[src/rtl/alarm_pkg.sv]
// Shared encodings for the alarm ring controller: FSM states, key bus bit
// positions and the seconds-counter type.
package alarm_pkg;

   typedef enum logic [1:0] {
      S_A_IDLE    = 2'd0,
      S_A_RINGING = 2'd1,
      S_A_SNOOZE  = 2'd2
   } alarm_state_e;

   // Bit positions on the debounced key bus
   localparam int unsigned K_SNOOZE = 0;
   localparam int unsigned K_STOP   = 1;
   localparam int unsigned KEY_W    = 2;

   // Wide enough for both the ring and the snooze durations
   localparam int unsigned SEC_W = 9;
   typedef logic [SEC_W-1:0] secs_t;

   function automatic logic last_sec(input secs_t s);
      return s == secs_t'(1);
   endfunction

endpackage

[src/rtl/sec_tick_gen.sv]
// Restartable one-second pulse generator: counts 0..TICK_MAX-1 while run is
// high and pulses tick on the last count.
module sec_tick_gen #(
   parameter logic [25:0] TICK_MAX = 26'd50_000_000
) (
   input  logic clk,
   input  logic rst,
   input  logic clr,
   input  logic run,
   output logic tick
);

   logic [25:0] cnt_q, cnt_d;
   logic        at_max;

   assign at_max = (cnt_q == TICK_MAX - 26'd1);

   always_comb begin
      cnt_d = cnt_q;
      if (clr || !run) begin
         cnt_d = '0;
      end else if (at_max) begin
         cnt_d = '0;
      end else begin
         cnt_d = cnt_q + 26'd1;
      end
   end

   // tick deliberately ignores clr so it never depends on the FSM next state
   assign tick = run && at_max;

   always_ff @(posedge clk or posedge rst) begin
      if (rst) begin
         cnt_q <= '0;
      end else begin
         cnt_q <= cnt_d;
      end
   end

endmodule

[src/rtl/alarm_ring_ctrl.sv]
// Alarm sequencer: rings with a gated beep pattern, times out automatically,
// and handles a bounded number of snoozes plus stop / disarm.
module alarm_ring_ctrl
   import alarm_pkg::*;
#(
   parameter logic [25:0] TICK_MAX    = 26'd50_000_000,
   parameter logic [24:0] BEEP_HALF   = 25'd12_500_000,
   parameter logic [6:0]  RING_SECS   = 7'd60,
   parameter logic [8:0]  SNOOZE_SECS = 9'd300,
   parameter logic [1:0]  MAX_SNOOZE  = 2'd3
) (
   input  logic       clk,
   input  logic       rst,
   input  logic       reach_alarm_time,
   input  logic       alarm_en,
   input  logic       key_snooze,
   input  logic       key_stop,
   output logic       buzzer,
   output logic       alarming,
   output logic       snoozing,
   output logic [1:0] snooze_cnt,
   output logic       ring_done
);

   alarm_state_e      state_q, state_d;
   secs_t             sec_left_q, sec_left_d;
   logic [1:0]        snooze_cnt_q, snooze_cnt_d;
   logic [24:0]       beep_cnt_q, beep_cnt_d;
   logic              buzzer_q, buzzer_d;
   logic              ring_done_q, ring_done_d;
   logic [KEY_W-1:0]  keys;
   logic              stop_req;
   logic              tick;
   logic              state_chg;

   assign keys[K_SNOOZE] = key_snooze;
   assign keys[K_STOP]   = key_stop;
   assign stop_req       = keys[K_STOP] || !alarm_en;
   assign state_chg      = (state_d != state_q);

   sec_tick_gen #(
      .TICK_MAX(TICK_MAX)
   ) u_sec_tick_gen (
      .clk (clk),
      .rst (rst),
      .clr (state_chg),
      .run (state_q != S_A_IDLE),
      .tick(tick)
   );

   always_comb begin
      state_d      = state_q;
      sec_left_d   = sec_left_q;
      snooze_cnt_d = snooze_cnt_q;
      unique case (state_q)
         S_A_IDLE: begin
            if (reach_alarm_time && alarm_en) begin
               state_d      = S_A_RINGING;
               sec_left_d   = secs_t'(RING_SECS);
               snooze_cnt_d = 2'd0;
            end
         end
         S_A_RINGING: begin
            if (stop_req) begin
               state_d      = S_A_IDLE;
               snooze_cnt_d = 2'd0;
            end else if (keys[K_SNOOZE] && (snooze_cnt_q < MAX_SNOOZE)) begin
               state_d      = S_A_SNOOZE;
               snooze_cnt_d = snooze_cnt_q + 2'd1;
               sec_left_d   = secs_t'(SNOOZE_SECS);
            end else if (tick) begin
               if (last_sec(sec_left_q)) begin
                  state_d      = S_A_IDLE;
                  snooze_cnt_d = 2'd0;
               end else begin
                  sec_left_d = sec_left_q - secs_t'(1);
               end
            end
         end
         S_A_SNOOZE: begin
            if (stop_req) begin
               state_d      = S_A_IDLE;
               snooze_cnt_d = 2'd0;
            end else if (tick) begin
               if (last_sec(sec_left_q)) begin
                  state_d    = S_A_RINGING;
                  sec_left_d = secs_t'(RING_SECS);
               end else begin
                  sec_left_d = sec_left_q - secs_t'(1);
               end
            end
         end
         default: begin
            state_d      = S_A_IDLE;
            snooze_cnt_d = 2'd0;
         end
      endcase
   end

   // Buzzer starts high on the first RINGING cycle and is low everywhere else
   always_comb begin
      beep_cnt_d = '0;
      buzzer_d   = 1'b0;
      if (state_d == S_A_RINGING) begin
         if (state_q != S_A_RINGING) begin
            buzzer_d = 1'b1;
         end else if (beep_cnt_q == BEEP_HALF - 25'd1) begin
            buzzer_d = ~buzzer_q;
         end else begin
            beep_cnt_d = beep_cnt_q + 25'd1;
            buzzer_d   = buzzer_q;
         end
      end
   end

   assign ring_done_d = (state_q != S_A_IDLE) && (state_d == S_A_IDLE);

   always_ff @(posedge clk or posedge rst) begin
      if (rst) begin
         state_q      <= S_A_IDLE;
         sec_left_q   <= '0;
         snooze_cnt_q <= 2'd0;
         beep_cnt_q   <= '0;
         buzzer_q     <= 1'b0;
         ring_done_q  <= 1'b0;
      end else begin
         state_q      <= state_d;
         sec_left_q   <= sec_left_d;
         snooze_cnt_q <= snooze_cnt_d;
         beep_cnt_q   <= beep_cnt_d;
         buzzer_q     <= buzzer_d;
         ring_done_q  <= ring_done_d;
      end
   end

   assign buzzer     = buzzer_q;
   assign alarming   = (state_q == S_A_RINGING);
   assign snoozing   = (state_q == S_A_SNOOZE);
   assign snooze_cnt = snooze_cnt_q;
   assign ring_done  = ring_done_q;

endmodule

[config.mk]
export PLATFORM = sky130hd
export DESIGN_NAME = alarm_ring_ctrl
export DESIGN_NICKNAME = d
export VERILOG_FILES = /design/src/rtl/alarm_pkg.sv /design/src/rtl/sec_tick_gen.sv /design/src/rtl/alarm_ring_ctrl.sv
export SDC_FILE = /design/constraint.sdc
export NUM_CORES = 1
export LEC_CHECK = 0
export CAP_MARGIN = 25
export CORE_MARGIN = 1
export CORE_UTILIZATION = 55
export CTS_CLUSTER_DIAMETER = 200
export DETAILED_ROUTE_END_ITERATION = 10
export PLACE_DENSITY = 0.83
export SLEW_MARGIN = 20
export SYNTH_ARGS = -nofsm -noshare
export SYNTH_HDL_FRONTEND = slang
export SYNTH_SLANG_ARGS = --single-unit
[constraint.sdc]
create_clock -name clk -period 4.9 [get_ports clk]
set_clock_uncertainty 0.2 [all_clocks]
set_input_delay 0.49 -clock clk [delete_from_list [all_inputs] [get_ports clk]]
set_output_delay 0.49 -clock clk [all_outputs]
set_load 0.01 [all_outputs]
## Yosys cells after proc, flatten, opt, wreduce, memory -nomap -nowiden

Index checks and enable logic that the tools add are counted.

| word-level totals | value |
|---|---|
| output and inout port bits | 6 |
| logic and storage cells | 78 |
| input bits | 6 |
| register bits after elaboration | 66 |

| cells by class | value |
|---|---|
| equal/unequal tests | 18 |
| add/sub/neg operators | 4 |
| mux-type cells | 33 |
| order comparisons | 1 |
| reduce and logical (&&, ||, !) cells | 14 |
| bitwise gates (word level) | 1 |

Operator list:

| kind | number |
|---|---|
| $mux 25 | 3 |
| $mux 9 | 8 |
| $mux 26 | 2 |
| $mux 2 | 14 |
| $pmux 9 s3 | 1 |
| $add 26x1->26 const B | 1 |
| $eq 26x26->1 const B | 1 |
| $add 25x1->25 const B | 1 |
| $eq 25x24->1 const B | 1 |
| $pmux 2 s3 | 2 |
| $eq 9x1->1 const B | 1 |
| $sub 9x1->9 const B | 1 |
| $ne 4x1->1 const B | 2 |
| $reduce_and 7->1 | 1 |
| $ne 2x1->1 const B | 3 |
| $ne 2x2->1 const B | 3 |
| $ne 3x1->1 const B | 2 |
| $eq 2x1->1 const B | 2 |
| $logic_and 1x1->1 | 4 |
| $logic_not 2->1 | 2 |
| $reduce_and 4->1 | 1 |
| $mux 1 | 3 |
| $ne 3x3->1 const B | 1 |
| $reduce_bool 3->1 | 1 |
| 8 further kinds | 10 |

## Depth between registers and ports, before layout

| depth | value |
|---|---|
| word-level depth | 9 |
| depth in mapped cells | 10 |
| depth with buffers taken out | 7 |

## Cells and area by module

Synthesis repeated with hierarchy kept, for this count alone.

| second synthesis, totals | value |
|---|---|
| cells, all modules | 407 |
| area, all modules | 3861.2 sq um |

By module, submodules not included:

| module | times used | area an instance (sq um) | cells an instance | sequential area each (sq um) |
|---|---|---|---|---|
| alarm_ring_ctrl | 1 | 2452.4 | 257 | 1001.0 |
| sec_tick_gen | 1 | 1408.9 | 150 | 650.6 |

## Least setup slack after synthesis

No wires, ideal clock.

| timing | value |
|---|---|
| kind | reg2reg |
| start | reg state_q[1] |
| end | reg u_sec_tick_gen.cnt_q[15] |
| path slack | 2.454 ns |
| stages on the path, launching flop included | 10 |
| clock period less this slack | 2.446 ns |
| path buffers | 2 |
| arrival time | 2.174 ns |
| cells stage by stage | dfrtp_1 inv_1 ha_1 clkbuf_1 nor2_1 o21ai_0 a31o_2 nand4_1 clkbuf_1 nor2_1 |

| on the way | value |
|---|---|
| elaborated cells between the ends (all ways) | 18 |
| classes of those cells | eq/ne (3); mux (10); reduce/logical (5) |

RTL lines:

| item | RTL line | source |
|---|---|---|
| from (decl) | alarm_ring_ctrl.sv:25 | `alarm_state_e state_q, state_d;` |
| from (signal assigned) | alarm_ring_ctrl.sv:127 | `state_q <= state_d;` |
| $eq 2x1->1 | - |  |
| net alarming | alarm_ring_ctrl.sv:19 | `output logic alarming,` |
| $pmux 2 s3 | alarm_ring_ctrl.sv:55 | `unique case (state_q)` |
| $ne 2x2->1 | alarm_ring_ctrl.sv:39 | `assign state_chg = (state_d != state_q);` |
| $logic_or 1x1->1 | sec_tick_gen.sv:20 | `if (clr \|\| !run) begin` |
| $mux 26 | sec_tick_gen.sv:20 |  |
| net u_sec_tick_gen.cnt_d[15] | sec_tick_gen.sv:13 | `logic [25:0] cnt_q, cnt_d;` |
| to (signal assigned) | sec_tick_gen.sv:36 | `cnt_q <= cnt_d;` |
| to (decl) | sec_tick_gen.sv:13 |  |

The timed path passes the listed nets, and every way through them passes these cells.
A chain may end at the register's enable or synchronous reset.

## Final worst setup path

| timing | value |
|---|---|
| start | reg state_q[1] |
| end | reg u_sec_tick_gen.cnt_q[16] |

| on the way | value |
|---|---|
| word-level cells in the longest chain between the ends | 9 |
| elaborated cells between the ends (all ways) | 18 |
| classes of those cells | eq/ne (3); mux (10); reduce/logical (5) |

Ends and longest elaborated chain:

| item | RTL line | source |
|---|---|---|
| $reduce_bool 2->1 | alarm_ring_ctrl.sv:47 | `.run (state_q != S_A_IDLE),` |
| $logic_and 1x1->1 | sec_tick_gen.sv:30 | `assign tick = run && at_max;` |
| $mux 2 | alarm_ring_ctrl.sv:71 | `end else if (tick) begin` |
| $mux 2 | alarm_ring_ctrl.sv:67 | `end else if (keys[K_SNOOZE] && (snooze_cnt_q < MAX_SNOOZE)) begin` |
| $mux 2 | alarm_ring_ctrl.sv:64 | `if (stop_req) begin` |
| $pmux 2 s3 | alarm_ring_ctrl.sv:55 |  |
| $ne 2x2->1 | alarm_ring_ctrl.sv:39 |  |
| $logic_or 1x1->1 (*) | sec_tick_gen.sv:20 |  |
| $mux 26 (*) | sec_tick_gen.sv:20 |  |
| net u_sec_tick_gen.cnt_d[16] | sec_tick_gen.sv:13 |  |

The timed path passes the listed nets; every way through them passes the cells marked *.

==> reports/summary.md <==
The flow ran to the end, and the final reports show no timing, DRC or antenna violations. From synthesis to final layout, the design area changed by 9.46%. Initial antenna violation count: 0. The min-delay analysis places its worst path in the category reg -> reg. The transition at the pin with the smallest max-transition slack is 0.831 ns, and the post-synthesis instance total is 406.

The die extent in y was 87.3 um. The run gives 0 as the number of design rule violations left after detail routing. The count of hold buffers inserted by post-cts repair came out at 0. The cell area after layout was 0.00439 mm^2; the placed wire-length estimate was 5.45 mm. After clock tree synthesis, the clock-pin slew on the worst setup and hold paths is 0.07 ns.

Global routing finished with a remaining overflow of 0. The layout filler cell count is 581. Dividing the detail-routed via count by the number of cells gives 6.12.

The leading cell type by number of instances after synthesis is dfrtp_1. At the worst endpoint, the required time is 4.95 ns. TritonCTS built the clock tree. Across the whole layout, storage elements account for 0.00165 mm^2.

Counting distinct cell types in the post-synthesis netlist gives 64. The synthesized netlist net count was 421; the post-layout minimum cycle time was 2.96 ns. The kind of end point of the critical path was a register. Measured along the x axis, the die boundary spans 87.3 um. Total count of hold-check failures in the final report: 0. The final design utilization is 63.5%, and the final layout net count is 435. The first detailed-routing pass took 5 iterations. The leakage dissipation was 1.61 nW; the wire length of the first global-routing pass was 13.8 mm. Clock latency on the worst-skew pair, taken at its later pin, is 0.35 ns. The most instantiated flip-flop cell in the synthesis netlist was dfrtp_1. The tools report the count of vias placed by the detailed router as 3183. Static timing analysis puts the maximum clock frequency at 338 MHz. The buffer cell driving the clock tree root is clkbuf_8. The logs give 0 for the reported max-cap violation count and 0 for the final count of pins violating max slew.

At the end of routability-driven placement, the weighted congestion stood at 0.907. For this design, the sink count on the clock tree is 66. For the relative slew slack, the log shows 44.6%. The count of nets left with antenna violations once routing finished came out at 0.

Yosys printed 0 warnings. The run gives 0 as the count of final setup violators. The count of buffers from port buffering is 11, and the peak ir drop on the vdd network is 0.209 mV. By area the synthesized netlist is led by dfrtp_1 41%, nor4_2 6.2%, xor2_1 5.0%.

The top cell type by total area after synthesis was dfrtp_1. The average cell area after synthesis is 9.87 um^2, and the number of enable-type register cells in the synthesized netlist is 0. The async set-or-reset flop fraction in the synthesized netlist came out at 100%. Area share of the largest cell type after synthesis: 41.2%. For the via count of the first global-routing pass, the log shows 3028.

The share of the yosys chip area belonging to registers came out at 41.2%. For the final routed database, the setup TNS stands at 0 ns. After clock tree synthesis, the repair step resized 0 gates.

The detailed router finished its first iteration with 280 violations. The post-synthesis sequential element count is 66, and the I/O pin total is 12. The number of levels the H-tree was split into was 3; the area of the core was 0.00691 mm^2. The floorplan step defined a die boundary enclosing 0.00763 mm^2. The placed instances occupy a cell area of 0.00416 mm^2. The mean routed wirelength per cell is 15.7 um, and the initial core utilization is 58.0%. After detailed routing, the total wire length is 8.17 mm. In the synthesized netlist, the cells that appear most often are 66 x dfrtp_1, 43 x nor2_1, 29 x nand2_1.

The nature of the critical path startpoint is a register. For this run, the total global-route usage over all layers was measured as 23.1%. Setup repair after global routing left no endpoint under its margin. The share of the clock period used by the worst path was 60.4%. Row generation in the floorplan step produced 30 rows. The tools report the final antenna diode count as 0.

Entering global routing, the biggest net connects 67 pins. STA puts the critical path data arrival time at 3.01 ns. The total power density per cell area is 294 mW/mm^2. The multi-input combinational cells in the finished layout cover a total of 0.00218 mm^2.

Buffers inserted during clock tree synthesis total 9. The post-route netlist has 13.0% of its cells at a drive strength greater than 1. The worst setup path is of the reg -> reg kind. The critical-path maximum fanout is 19. The run gives 0.00401 mm^2 as the post-synthesis instance area.

Post-CTS timing repair inserted 0 buffers for setup. The maximum clock path buffer count was 2.
## report_power, final
| group | internal, W | switching (W) | leakage [nW] |
|---|---|---|---|
| clock | 0.000312 | 0.000201 | 0.110 |
| combinational | 0.0000609 | 0.000116 | 0.597 |
| sequential | 0.000567 | 0.0000316 | 0.908 |
## worst max-delay path: stages (launching register included)
cell and delay (ns):
dfrtp_1 0.45, inv_1 0.13, ha_1 0.41, nor2_1 0.17, o21ai_0 0.31, a31o_2 0.21, nand4_1 0.64, nor2_1 0.33
## cell families (layout without fill, tap and decap cells)
| kind of cell | count (synthesis) | in the layout | share of synthesized area (%) |
|---|---|---|---|
| xor gates and xnor gates | 45 | 45 | 9.84 |
| buffers and inverters | 33 | 51 | 4.62 |
| DFF | 66 | 66 | 41.2 |
| and+or+nand+nor | 196 | 196 | 30.3 |
| AOI/OAI and AO/OA | 52 | 52 | 9.87 |
| adders and majority gates | 9 | 9 | 2.81 |
| muxes | 5 | 5 | 1.31 |
## final cells by class
cell class	instances	share of cell area, %
inverter	20	1.71
clock buffer	13	3.62
sequential	66	37.7
tap	96	2.74
multi-input combinational	307	49.6
clock inverter	2	1.37
timing repair buffer	16	3.28
## metrics by stage
step	total power (W)	hold slack, ns	setup slack [ns]	cells
2_1_floorplan	0.000744	0.266	2.45	406
3_3_place_gp	0.000779	0.284	1.97	504
3_5_place_dp	0.000782	0.301	1.85	505
4_1_cts	0.00129	0.315	1.98	520
5_1_grt	0.00134	0.349	1.60	520
6_report	0.00129	0.313	1.94	520
## routing by layer
metal	vias to the layer above	track usage, %	wire length, um
met3	16	6.07	413
met5	-	0	0
li1	1510	-	-
met4	0	6.71	107
met2	98	38.4	3970
met1	1559	29.6	3680
## cell usage in the layout (no fill, tap or decap), types with 3 or more instances in the layout
cell type / netlist / routed
a211oi_1: 3 / 3
a21oi_1: 8 / 8
a221oi_1: 3 / 3
a31oi_1: 3 / 3
and2_1: 8 / 8
and3_1: 7 / 7
and4_1: 4 / 4
buf_4: 0 / 4
clkbuf_8: 0 / 11
clkdlybuf4s50_1: 0 / 11
dfrtp_1: 66 / 66
ha_1: 9 / 9
inv_1: 19 / 18
mux2i_1: 3 / 3
nand2_1: 29 / 29
nand2b_1: 4 / 4
nand3_1: 24 / 24
nand3b_1: 3 / 3
nand4_1: 15 / 15
nor2_1: 43 / 43
nor3_1: 9 / 9
nor4_1: 14 / 13
nor4_2: 20 / 21
o211ai_1: 4 / 4
o21ai_0: 4 / 4
o31ai_1: 3 / 3
xnor2_1: 22 / 22
xor2_1: 23 / 23
## final timing paths
check                                        start  slack, ns  cells past startpoint                                  to
setup / recovery              state_q[1]$_DFF_PP0_       1.94                      7  u_sec_tick_gen.cnt_q[16]$_DFF_PP0_
hold reg to reg            beep_cnt_q[0]$_DFF_PP0_       0.31                      1             beep_cnt_q[0]$_DFF_PP0_
setup reg to reg              state_q[1]$_DFF_PP0_       1.94                      7  u_sec_tick_gen.cnt_q[16]$_DFF_PP0_
hold / removal             beep_cnt_q[0]$_DFF_PP0_       0.31                      1             beep_cnt_q[0]$_DFF_PP0_
max in group asynchronous                      rst       3.45                      3   u_sec_tick_gen.cnt_q[2]$_DFF_PP0_
min in group asynchronous                      rst       0.50                      3            beep_cnt_q[18]$_DFF_PP0_
## flip-flops by register name, summed over array words and instances (netlist names)
signal                count
state_q                   2
snooze_cnt                2
ring_done                 1
beep_cnt_q               25
buzzer                    1
sec_left_q                9
u_sec_tick_gen.cnt_q     26
No activity file was read; power rests on OpenSTA's default activity.
